File: src/rtl/co_rmw_seq.sv
// co_rmw_seq: read-modify-write bus sequencer for memory-operand INC, DEC,
// ASL, LSR, ROL and ROR. It runs read / modify / write / done cycles on the
// external bus. In the modify cycle it drives the combinational co_alu, then
// it returns the written value and the updated N, Z and C flags.
//
// Optional feature macro: RMW_DUMMY_WRITE_EN
//   defined   : MODIFY writes the unmodified operand back (NMOS behaviour).
//   undefined : MODIFY is a read cycle of the same address; its data is ignored.
//
// Ports
//   I_clock, I_reset_n          clock, synchronous active-low reset
//   I_start, I_op, I_addr       request, operation (0..5, 6/7 reserved), address
//   I_carry                     C flag at request time
//   I_rdy, I_rdata              bus ready (stalls reads only), read data
//   O_addr, O_rw, O_wdata       bus address, 1=read/0=write, write data
//   O_alu_control/lhs/carry     ALU operation, operand and carry in
//   I_alu_result/carry/sign/zero ALU outputs
//   O_busy, O_done              busy in READ..WRITE, one-cycle completion strobe
//   O_result, O_carry/sign/zero written value and flags, held until next done

package co_pkg;
  typedef enum logic [2:0] {
    control_nop, control_inc, control_dec, control_asl,
    control_lsr, control_rol, control_ror
  } control_type;
endpackage

module co_rmw_seq
  import co_pkg::*;
(
  input  logic              I_clock,
  input  logic              I_reset_n,
  input  logic              I_start,
  input  logic [2:0]        I_op,
  input  logic [15:0]       I_addr,
  input  logic              I_carry,
  input  logic              I_rdy,
  input  logic [7:0]        I_rdata,
  output logic [15:0]       O_addr,
  output logic              O_rw,
  output logic [7:0]        O_wdata,
  output control_type       O_alu_control,
  output logic [7:0]        O_alu_lhs,
  output logic              O_alu_carry,
  input  logic [7:0]        I_alu_result,
  input  logic              I_alu_carry,
  input  logic              I_alu_sign,
  input  logic              I_alu_zero,
  output logic              O_busy,
  output logic              O_done,
  output logic [7:0]        O_result,
  output logic              O_carry,
  output logic              O_sign,
  output logic              O_zero
);

  typedef enum logic [2:0] {S_IDLE, S_READ, S_MODIFY, S_WRITE, S_DONE} state_t;

  state_t      state_q, state_d;
  logic [15:0] addr_q, addr_d;
  logic [2:0]  op_q, op_d;
  logic        cin_q, cin_d;
  logic [7:0]  opnd_q, opnd_d;
  // Modify-step results, kept separate from the visible outputs so those
  // stay stable until the completion strobe.
  logic [7:0]  res_q, res_d;
  logic        nc_q, nc_d, nn_q, nn_d, nz_q, nz_d;
  logic [7:0]  result_q, result_d;
  logic        carry_q, carry_d, sign_q, sign_d, zero_q, zero_d;

  always_ff @(posedge I_clock) begin
    if (!I_reset_n) begin
      state_q  <= S_IDLE;
      addr_q   <= '0;
      op_q     <= '0;
      cin_q    <= 1'b0;
      opnd_q   <= '0;
      res_q    <= '0;
      nc_q     <= 1'b0;
      nn_q     <= 1'b0;
      nz_q     <= 1'b0;
      result_q <= '0;
      carry_q  <= 1'b0;
      sign_q   <= 1'b0;
      zero_q   <= 1'b0;
    end else begin
      state_q  <= state_d;
      addr_q   <= addr_d;
      op_q     <= op_d;
      cin_q    <= cin_d;
      opnd_q   <= opnd_d;
      res_q    <= res_d;
      nc_q     <= nc_d;
      nn_q     <= nn_d;
      nz_q     <= nz_d;
      result_q <= result_d;
      carry_q  <= carry_d;
      sign_q   <= sign_d;
      zero_q   <= zero_d;
    end
  end

  always_comb begin
    state_d  = state_q;
    addr_d   = addr_q;
    op_d     = op_q;
    cin_d    = cin_q;
    opnd_d   = opnd_q;
    res_d    = res_q;
    nc_d     = nc_q;
    nn_d     = nn_q;
    nz_d     = nz_q;
    result_d = result_q;
    carry_d  = carry_q;
    sign_d   = sign_q;
    zero_d   = zero_q;

    O_addr        = addr_q;
    O_rw          = 1'b1;
    O_wdata       = '0;
    O_alu_control = control_nop;
    O_alu_lhs     = '0;
    O_alu_carry   = 1'b0;
    O_busy        = 1'b0;
    O_done        = 1'b0;

    // A new request is accepted only when not busy.
    if ((state_q == S_IDLE || state_q == S_DONE) && I_start) begin
      addr_d = I_addr;
      op_d   = I_op;
      cin_d  = I_carry;
    end

    case (state_q)
      S_IDLE: if (I_start) state_d = S_READ;
      S_READ: begin
        O_busy = 1'b1;
        if (I_rdy) begin
          opnd_d  = I_rdata;
          state_d = S_MODIFY;
        end
      end
      S_MODIFY: begin
        O_busy    = 1'b1;
`ifdef RMW_DUMMY_WRITE_EN
        O_rw      = 1'b0;
        O_wdata   = opnd_q;
`endif
        O_alu_lhs = opnd_q;
        res_d     = I_alu_result;
        nn_d      = I_alu_sign;
        nz_d      = I_alu_zero;
        nc_d      = I_alu_carry;
        case (op_q)
          3'd0: begin O_alu_control = control_inc; nc_d = cin_q; end
          3'd1: begin O_alu_control = control_dec; nc_d = cin_q; end
          3'd2: O_alu_control = control_asl;
          3'd3: O_alu_control = control_lsr;
          3'd4: begin O_alu_control = control_rol; O_alu_carry = cin_q; end
          3'd5: begin O_alu_control = control_ror; O_alu_carry = cin_q; end
          default: begin
            // Reserved: write the operand back, leave every flag untouched.
            res_d = opnd_q;
            nc_d  = cin_q;
            nn_d  = sign_q;
            nz_d  = zero_q;
          end
        endcase
        state_d = S_WRITE;
      end
      S_WRITE: begin
        O_busy   = 1'b1;
        O_rw     = 1'b0;
        O_wdata  = res_q;
        result_d = res_q;
        carry_d  = nc_q;
        sign_d   = nn_q;
        zero_d   = nz_q;
        state_d  = S_DONE;
      end
      S_DONE: begin
        O_done  = 1'b1;
        state_d = I_start ? S_READ : S_IDLE;
      end
      default: state_d = S_IDLE;
    endcase
  end

  assign O_result = result_q;
  assign O_carry  = carry_q;
  assign O_sign   = sign_q;
  assign O_zero   = zero_q;

endmodule

File: config.mk
export PLATFORM = sky130hd
export DESIGN_NAME = co_rmw_seq
export DESIGN_NICKNAME = d
export VERILOG_FILES = /design/src/rtl/co_rmw_seq.sv
export SDC_FILE = /design/constraint.sdc
export NUM_CORES = 1
export LEC_CHECK = 0
export BUFFER_PORTS_ARGS = -buffer_cell sky130_fd_sc_hd__clkbuf_2
export CORE_UTILIZATION = 43
export CTS_CLUSTER_DIAMETER = 100
export CTS_CLUSTER_SIZE = 40
export DETAILED_ROUTE_END_ITERATION = 7
export GPL_TIMING_DRIVEN = 0
export PLACE_DENSITY_LB_ADDON = 0.05
export SETUP_SLACK_MARGIN = 0.02
export SYNTH_ARGS = -nofsm -noshare
export SYNTH_HDL_FRONTEND = slang
export SYNTH_SLANG_ARGS = --single-unit
File: constraint.sdc
create_clock -name I_clock -period 1.25 [get_ports I_clock]
set_clock_uncertainty 0.1 [all_clocks]
set_input_delay 0.0625 -clock I_clock [delete_from_list [all_inputs] [get_ports I_clock]]
set_output_delay 0.0625 -clock I_clock [all_outputs]
set_load 0.02 [all_outputs]
==> results.sh, run 1 <==
export IMPL_worstMarginPinSlew_ns=0.814
export IMPL_drive_above_1_share_pct=52.6
export IMPL_clkSinkCount=53
export IMPL_reg2reg_slack_ns=-0.34
export IMPL_post_route_cell_area_um2=4200
export IMPL_place_area_um2=2860
export IMPL_syn_area_per_cell_um2=8.78
export IMPL_cts_root_buffer="clkbuf_8"
export IMPL_worstRegToRegCells=8
export IMPL_finalCriticalPeriod_ns=1.65
export IMPL_hold_class="input pin to flip-flop"
export IMPL_synth_yosys_warnings=0
export IMPL_dieArea_um2=5540
export IMPL_num_vias=2499
export IMPL_terminating_pin_of_the_worst_hold_path="state_q[1]"
export IMPL_cts_buffers_inserted=5
export IMPL_critical_path_slowest_cell="dfxtp_4"
export IMPL_critical_path_peak_fanout=4
export IMPL_floorplan_die_width_um=74.4
export IMPL_power_total_mw=3.98
export IMPL_synth_distinct_cells=29
export IMPL_rsz0062_at_grt="true"
export IMPL_port_buffers=91
export IMPL_initialDrtViolationCount=143
export IMPL_violations="setup timing"
export IMPL_h_tree_depth=2
export IMPL_run_status="complete, but fails checks"
export IMPL_grt_pass1_wl_um=10700
export IMPL_worst_ep_arrival_time_ns=1.49
export IMPL_start_kind="flip-flop"
export IMPL_startpoint_of_the_lowest_slack_hold_path="I_rdy"
export IMPL_floorplan_row_count=25
export IMPL_nNetsFinal=470
export IMPL_period_share_pct=132
export IMPL_holdPathStages=4
export IMPL_worst_ir_drop_vdd_uv=773
export IMPL_drt_wl_total_um=7940
export IMPL_pin_count_of_the_biggest_net_entering_global_routing=16
export IMPL_crit_chain="nor3b_4 > buf_6 > and3b_2 > buf_8"
export IMPL_rr_endpoint="O_result[6]"
export IMPL_setup_viol=76
export IMPL_grt_pass1_vias=2316
export IMPL_drc_errors=0
export IMPL_mappedNetlistArea_um2=2260
export IMPL_worst_slew_margin_rel_pct=45.8
export IMPL_slowest_delay_ns=0.38
export IMPL_cap_viol_max_count=0
export IMPL_dp_cells=415
export IMPL_layoutNonFillerInstCount=495
export IMPL_p_per_area_nw_per_um2=946
export IMPL_groute_usage_overall_pct=25.6
export IMPL_grt_ovfl_total=0
export IMPL_grt_antenna_before_repair=0
export IMPL_finalHoldViolCount=0
export IMPL_insertedDiodeCount=0
export IMPL_routedWlPerCell_um=16.0
export IMPL_area_growth_synth_to_final_pct=86.4
export IMPL_place_congestion=0.720
export IMPL_reg2reg_from="state_q[1]"
export IMPL_maximum_clock_rate_ghz=0.604
export IMPL_post_route_worst_setup_slack_ns=-0.404
export IMPL_yosys_register_bits=53
export IMPL_drt_vias_per_instance=5.05
export IMPL_final_max_slew_viol_count=0
export IMPL_die_h_um=74.4
export IMPL_boundaryPins=93
export IMPL_critical_path_rt_ns=1.09
export IMPL_netlist_instances=257
export IMPL_clk_transition_reported_paths_ns=0.09
export IMPL_number_of_nets_still_failing_antenna_checks_after_routing=0
export IMPL_yosysSeqAreaShare_pct=47.0
export IMPL_design_core_area_um2=4880
export IMPL_clk_insertion_delay_late_ns=0.31
export IMPL_finalCoreUtilization_pct=86.2
export IMPL_floorplan_initialDensity_pct=46.2
export IMPL_ctsLongestPathBuffers=2
export IMPL_timing_worst_setup_path_type="flip-flop to output port"
export IMPL_crit_path_end_kind="output port"
export IMPL_dp_hpwl_um=3950
export IMPL_p_leak_nw=1.91
export IMPL_syn_num_nets=300
export IMPL_detail_route_first_pass_iterations=4
export IMPL_tritoncts="built"
export IMPL_pre_cts_ws_ns=-0.256
-- worst max-delay path by stage --
stage	from	to	slack, ns	cells after the start
detailed placement	state_q[1]	O_alu_control[0]	-0.26	4
CTS	state_q[0]	O_alu_control[0]	-0.41	4
floorplan	state_q[0]	O_result[1]	-0.07	6
finish	state_q[2]	O_alu_control[0]	-0.40	4
global placement	state_q[0]	O_alu_control[0]	-0.27	5
global route	op_q[1]	O_alu_control[0]	-0.47	4
-- metal layers --
layer / track usage (%) / share of wire, %
met5: 0 / 0
met2: 44.4 / 51
met1: 30.5 / 41
met4: 9.22 / 2.3
met3: 6.50 / 6.1
-- registers in the layout, summed over array words and instances, names as in the netlist --
register and cells:
O_addr 16, O_result 8, opnd_q 8, res_q 8, op_q 3, state_q 3
O_carry 1, O_sign 1, O_zero 1, cin_q 1, nc_q 1, nn_q 1
nz_q 1
-- critical path: cells and delay by family (launching register included) --
kind	cells	cell delay, ns
buffers and inverters	2	0.28
AND/OR/NAND/NOR	2	0.52
flip-flops	1	0.38
-- layout by cell type (no fill, tap or decap), types with 2 or more instances in the layout --
cell type,count
a21boi_1,18
a21boi_2,5
a21oi_1,6
a21oi_2,5
and2_0,4
and2_1,2
and2_4,20
and3b_1,2
and3b_2,2
buf_12,2
buf_2,3
buf_4,13
buf_6,27
buf_8,23
clkbuf_1,8
clkbuf_2,68
clkbuf_8,6
dfxtp_1,48
dfxtp_2,2
dfxtp_4,3
dlygate4sd3_1,40
mux2i_1,11
nand2_1,33
nand2_2,19
nand2_4,3
nand3_1,3
nand3_2,4
nor2b_1,2
nor3b_4,2
o21a_1,8
o21a_4,2
o21ai_1,10
o21ai_2,9
-- area by class of cell --
| class | count | area, um2 |
|---|---|---|
| multi-input combinational | 182 | 1350 |
| clock buffer | 7 | 86.3 |
| tap | 67 | 83.8 |
| inverter | 2 | 10.0 |
| timing repair buffer | 164 | 1410 |
| clock inverter | 1 | 30.0 |
| fill | 267 | 676 |
| sequential | 53 | 1070 |
| buffer | 19 | 159 |
-- logic make-up after synthesis --
family	synth area share [%]
buffers and inverters	5.21
muxes	4.88
xor gates and xnor gates	0.388
AOI/OAI and AO/OA	18.2
and+or+nand+nor	24.2
DFF	47.0
-- stage by stage --
stage                     hold slack, ns  setup TNS (ns)
after floorplan                   0.0951           -1.69
after global placement             0.184           -7.46
after detailed placement           0.187           -7.19
after CTS                         0.0709          -13.36
after global routing              0.0970          -23.22
final                             0.0919          -20.69
-- power by group --
group	total, mW	internal, mW	switching, mW	leakage, nW
logic	0.902	0.468	0.434	1.42
registers	1.86	1.78	0.0804	0.435
clock network	1.22	0.654	0.564	0.0585
-- timing repair --
action,4_1_cts,5_1_grt
pin swaps,28,23
endpoints found under the setup margin,73,75
hold endpoints to repair,39,0
gates cloned,5,0
buffers inserted,18,12
gates resized for setup,84,91
hold buffers,40,0
-- cell usage after synthesis (all sizes together) --
master | count | area [um2]
nand2 | 55 | 206
dfxtp | 53 | 1060
and2 | 26 | 163
a21boi | 23 | 173
o21ai | 20 | 100
buf | 13 | 83.8
a21oi | 11 | 55.1
mux2i | 11 | 110
o21a | 10 | 75.1
nand3 | 8 | 40.0
clkbuf | 7 | 26.3
and3b | 4 | 36.3
nor3b | 3 | 38.8
inv | 2 | 7.50
nor2 | 2 | 7.51
nor2b | 2 | 12.5
and3 | 1 | 6.26
nand3b | 1 | 7.51
nand4bb | 1 | 11.3
nor4b | 1 | 8.76
o31a | 1 | 8.76
or3b | 1 | 8.76
xor2 | 1 | 8.76
Note: power is estimated with default switching activity, not from simulation.
==> inputs of run 2 (changes only) <==
--- a/config.mk
+++ b/config.mk
@@ -5,8 +5,9 @@
 export SDC_FILE = /design/constraint.sdc
 export NUM_CORES = 1
 export LEC_CHECK = 0
+export ABC_AREA = 1
 export BUFFER_PORTS_ARGS = -buffer_cell sky130_fd_sc_hd__clkbuf_2
-export CORE_UTILIZATION = 43
+export CORE_UTILIZATION = 42
 export CTS_CLUSTER_DIAMETER = 100
 export CTS_CLUSTER_SIZE = 40
 export DETAILED_ROUTE_END_ITERATION = 7
==> results.sh, run 2 <==
export IMPL_floorplan_initialDensity_pct=44.9
export IMPL_period_share_pct=125
export IMPL_num_vias=2593
export IMPL_yosys_register_bits=53
export IMPL_drt_vias_per_instance=4.80
export IMPL_mappedNetlistArea_um2=2190
export IMPL_synth_top_area_cell="dfxtp_1"
export IMPL_finalCoreUtilization_pct=84.0
export IMPL_drive_above_1_share_pct=51.4
export IMPL_power_total_mw=4.21
export IMPL_cts_buffers_inserted=5
export IMPL_worst_ep_arrival_time_ns=1.41
export IMPL_totalNegativeSetupSlack_ns=-8.94
export IMPL_synth_yosys_warnings=0
export IMPL_floorplan_die_width_um=74.2
export IMPL_reg2reg_slack_ns=-0.17
export IMPL_critical_path_rt_ns=1.09
export IMPL_use_met3_pct=5.15
export IMPL_drt_wl_total_um=7470
export IMPL_detail_route_first_pass_iterations=4
export IMPL_cts_root_buffer="clkbuf_8"
export IMPL_edff_count_synth=0
export IMPL_floorplan_row_count=25
export IMPL_synth_common_cells="nor2_1 (70), nand2_1 (61), dfxtp_1 (53)"
export IMPL_worst_slew_margin_rel_pct=51.2
export IMPL_nNetsFinal=515
export IMPL_finalCriticalPeriod_ns=1.57
export IMPL_p_per_area_nw_per_um2=1030
export IMPL_post_route_worst_setup_slack_ns=-0.318
export IMPL_layoutNonFillerInstCount=540
export IMPL_final_max_slew_viol_count=0
export IMPL_worst_ir_drop_vdd_uv=787
export IMPL_grt_most_used_layer="met2"
export IMPL_finalHoldViolCount=0
export IMPL_dp_cells=469
export IMPL_worst_path_buf_inv=4
export IMPL_worst_path_most_repeated_cell="buf_4"
export IMPL_grt_met1_usage_pct=27.0
export IMPL_crit_path_end_kind="output port"
export IMPL_clk_insertion_delay_late_ns=0.32
export IMPL_layout_cells_most_common="clkbuf_2"
export IMPL_critical_path_cell_count=7
export IMPL_clk_transition_reported_paths_ns=0.11
export IMPL_design_core_area_um2=4880
export IMPL_worstRegToRegCells=9
export IMPL_clkSinkCount=53
export IMPL_initialDrtViolationCount=84
export IMPL_grt_ovfl_total=0
export IMPL_setup_worst_path_start="state_q[0]"
export IMPL_drc_errors=0
export IMPL_pre_cts_ws_ns=-0.154
export IMPL_ctsLongestPathBuffers=2
export IMPL_dp_hpwl_um=3810
export IMPL_area_growth_synth_to_final_pct=87.2
export IMPL_tritoncts="built"
export IMPL_p_leak_nw=1.96
export IMPL_number_of_nets_still_failing_antenna_checks_after_routing=0
export IMPL_violations="setup timing"
export IMPL_synth_distinct_cells=20
export IMPL_synth_async_sr_flop_share_pct=0
export IMPL_worstMarginPinSlew_ns=0.732
export IMPL_run_status="complete, but fails checks"
export IMPL_crit_family="buffers and inverters"
export IMPL_hold_class="input pin to flip-flop"
export IMPL_yosys_cell_count_top_type="nor2_1"
export IMPL_routedWlPerCell_um=13.8
export IMPL_synth_top_flop_cell="dfxtp_1"
export IMPL_die_h_um=74.2
export IMPL_insertedDiodeCount=0
export IMPL_pin_count_of_the_biggest_net_entering_global_routing=19
export IMPL_layout_cells_most_common_list="clkbuf_2 (69), nor2_1 (50), dfxtp_1 (49)"
export IMPL_port_buffers=92
export IMPL_crit_chain="inv_4 > nand2_4 > nor2_4 > inv_2 > buf_4 > nor2_1 > buf_4"
export IMPL_syn_num_nets=353
export IMPL_rr_endpoint="O_result[4]"
export IMPL_reg2reg_from="state_q[0]"
export IMPL_h_tree_depth=2
export IMPL_timing_worst_setup_path_type="flip-flop to output port"
export IMPL_critical_path_endpoint="O_alu_lhs[6]"
export IMPL_groute_usage_overall_pct=24.4
export IMPL_start_kind="flip-flop"
export IMPL_largest_register_ffs=16
export IMPL_place_congestion=0.764
export IMPL_dieArea_um2=5510
export IMPL_netlist_instances=310
export IMPL_boundaryPins=93
export IMPL_maximum_clock_rate_ghz=0.638
export IMPL_critical_path_peak_fanout=5
export IMPL_post_route_cell_area_um2=4100
export IMPL_critical_path_slowest_cell="dfxtp_2"
export IMPL_grt_antenna_before_repair=0
export IMPL_syn_area_per_cell_um2=7.07
export IMPL_ys_top_cells_by_area="dfxtp_1 (48%), nor2_1 (12%), nand2_1 (10%), o21ai_0 (8.7%), a21oi_1 (5.5%)"
export IMPL_rsz0062_at_grt="true"
export IMPL_grt_pass1_vias=2326
export IMPL_slowest_delay_ns=0.35
export IMPL_yosysSeqAreaShare_pct=48.4
export IMPL_cap_viol_max_count=0
export IMPL_timing_hold_ws_ns=0.0112
export IMPL_place_area_um2=2750
export IMPL_synth_top_cell_area_share_pct=48.4
export IMPL_grt_pass1_wl_um=10100
export IMPL_setup_viol=54
export IMPL_grt_use_met2_pct=47.1
-- run 2: area by class of cell --
cell class,count,area [um2]
multi-input cells,210,1270
inverters,33,141
repair buffers,154,1300
flip-flops and latches,53,1070
clock buffers,5,68.8
well taps,67,83.8
plain buffers,15,138
fillers,307,779
clock inverters,3,26.3
-- run 2: how the worst min path moves through the flow --
stage                     from         end  slack, ns  cells past startpoint
2_1_floorplan        I_reset_n       cin_q       0.10                      2
3_3_place_gp        I_addr[10]  O_addr[10]       0.20                      3
3_5_place_dp        I_addr[10]  O_addr[10]       0.21                      3
4_1_cts        I_alu_result[0]    res_q[0]      0.006                      5
5_1_grt        I_alu_result[1]    res_q[1]       0.04                      5
6_report       I_alu_result[4]    res_q[4]       0.01                      5
-- run 2: tightest hold or removal path: stages --
cell      delay [ns]
clkbuf_2        0.08
nand2_1         0.07
o21ai_2         0.07
nand2_4         0.06
a21oi_2         0.04
-- run 2: logic make-up after synthesis --
group,Yosys count,synth area share [%]
AND/OR/NAND/NOR,144,26.9
AO/OA/AOI/OAI,65,14.9
flip-flops,53,48.4
buffers and inverters,48,9.77
-- run 2: power breakdown --
part	internal (mW)	switching (mW)
Sequential	1.82	0.0936
Clock	0.410	0.636
Combinational	0.577	0.679
-- run 2: repair_timing --
item	in CTS	in global routing
hold buffers	33	1
resized for setup	120	128
cloned	2	4
setup endpoints to repair	67	76
pin swaps	10	23
endpoints found under the hold margin	32	1
setup buffers	18	10
-- run 2: routing by layer --
metal,wire length [um],share of wire (%)
met4,61,0.82
met5,0,0
met2,4110,55
met1,2960,40
met3,336,4.5
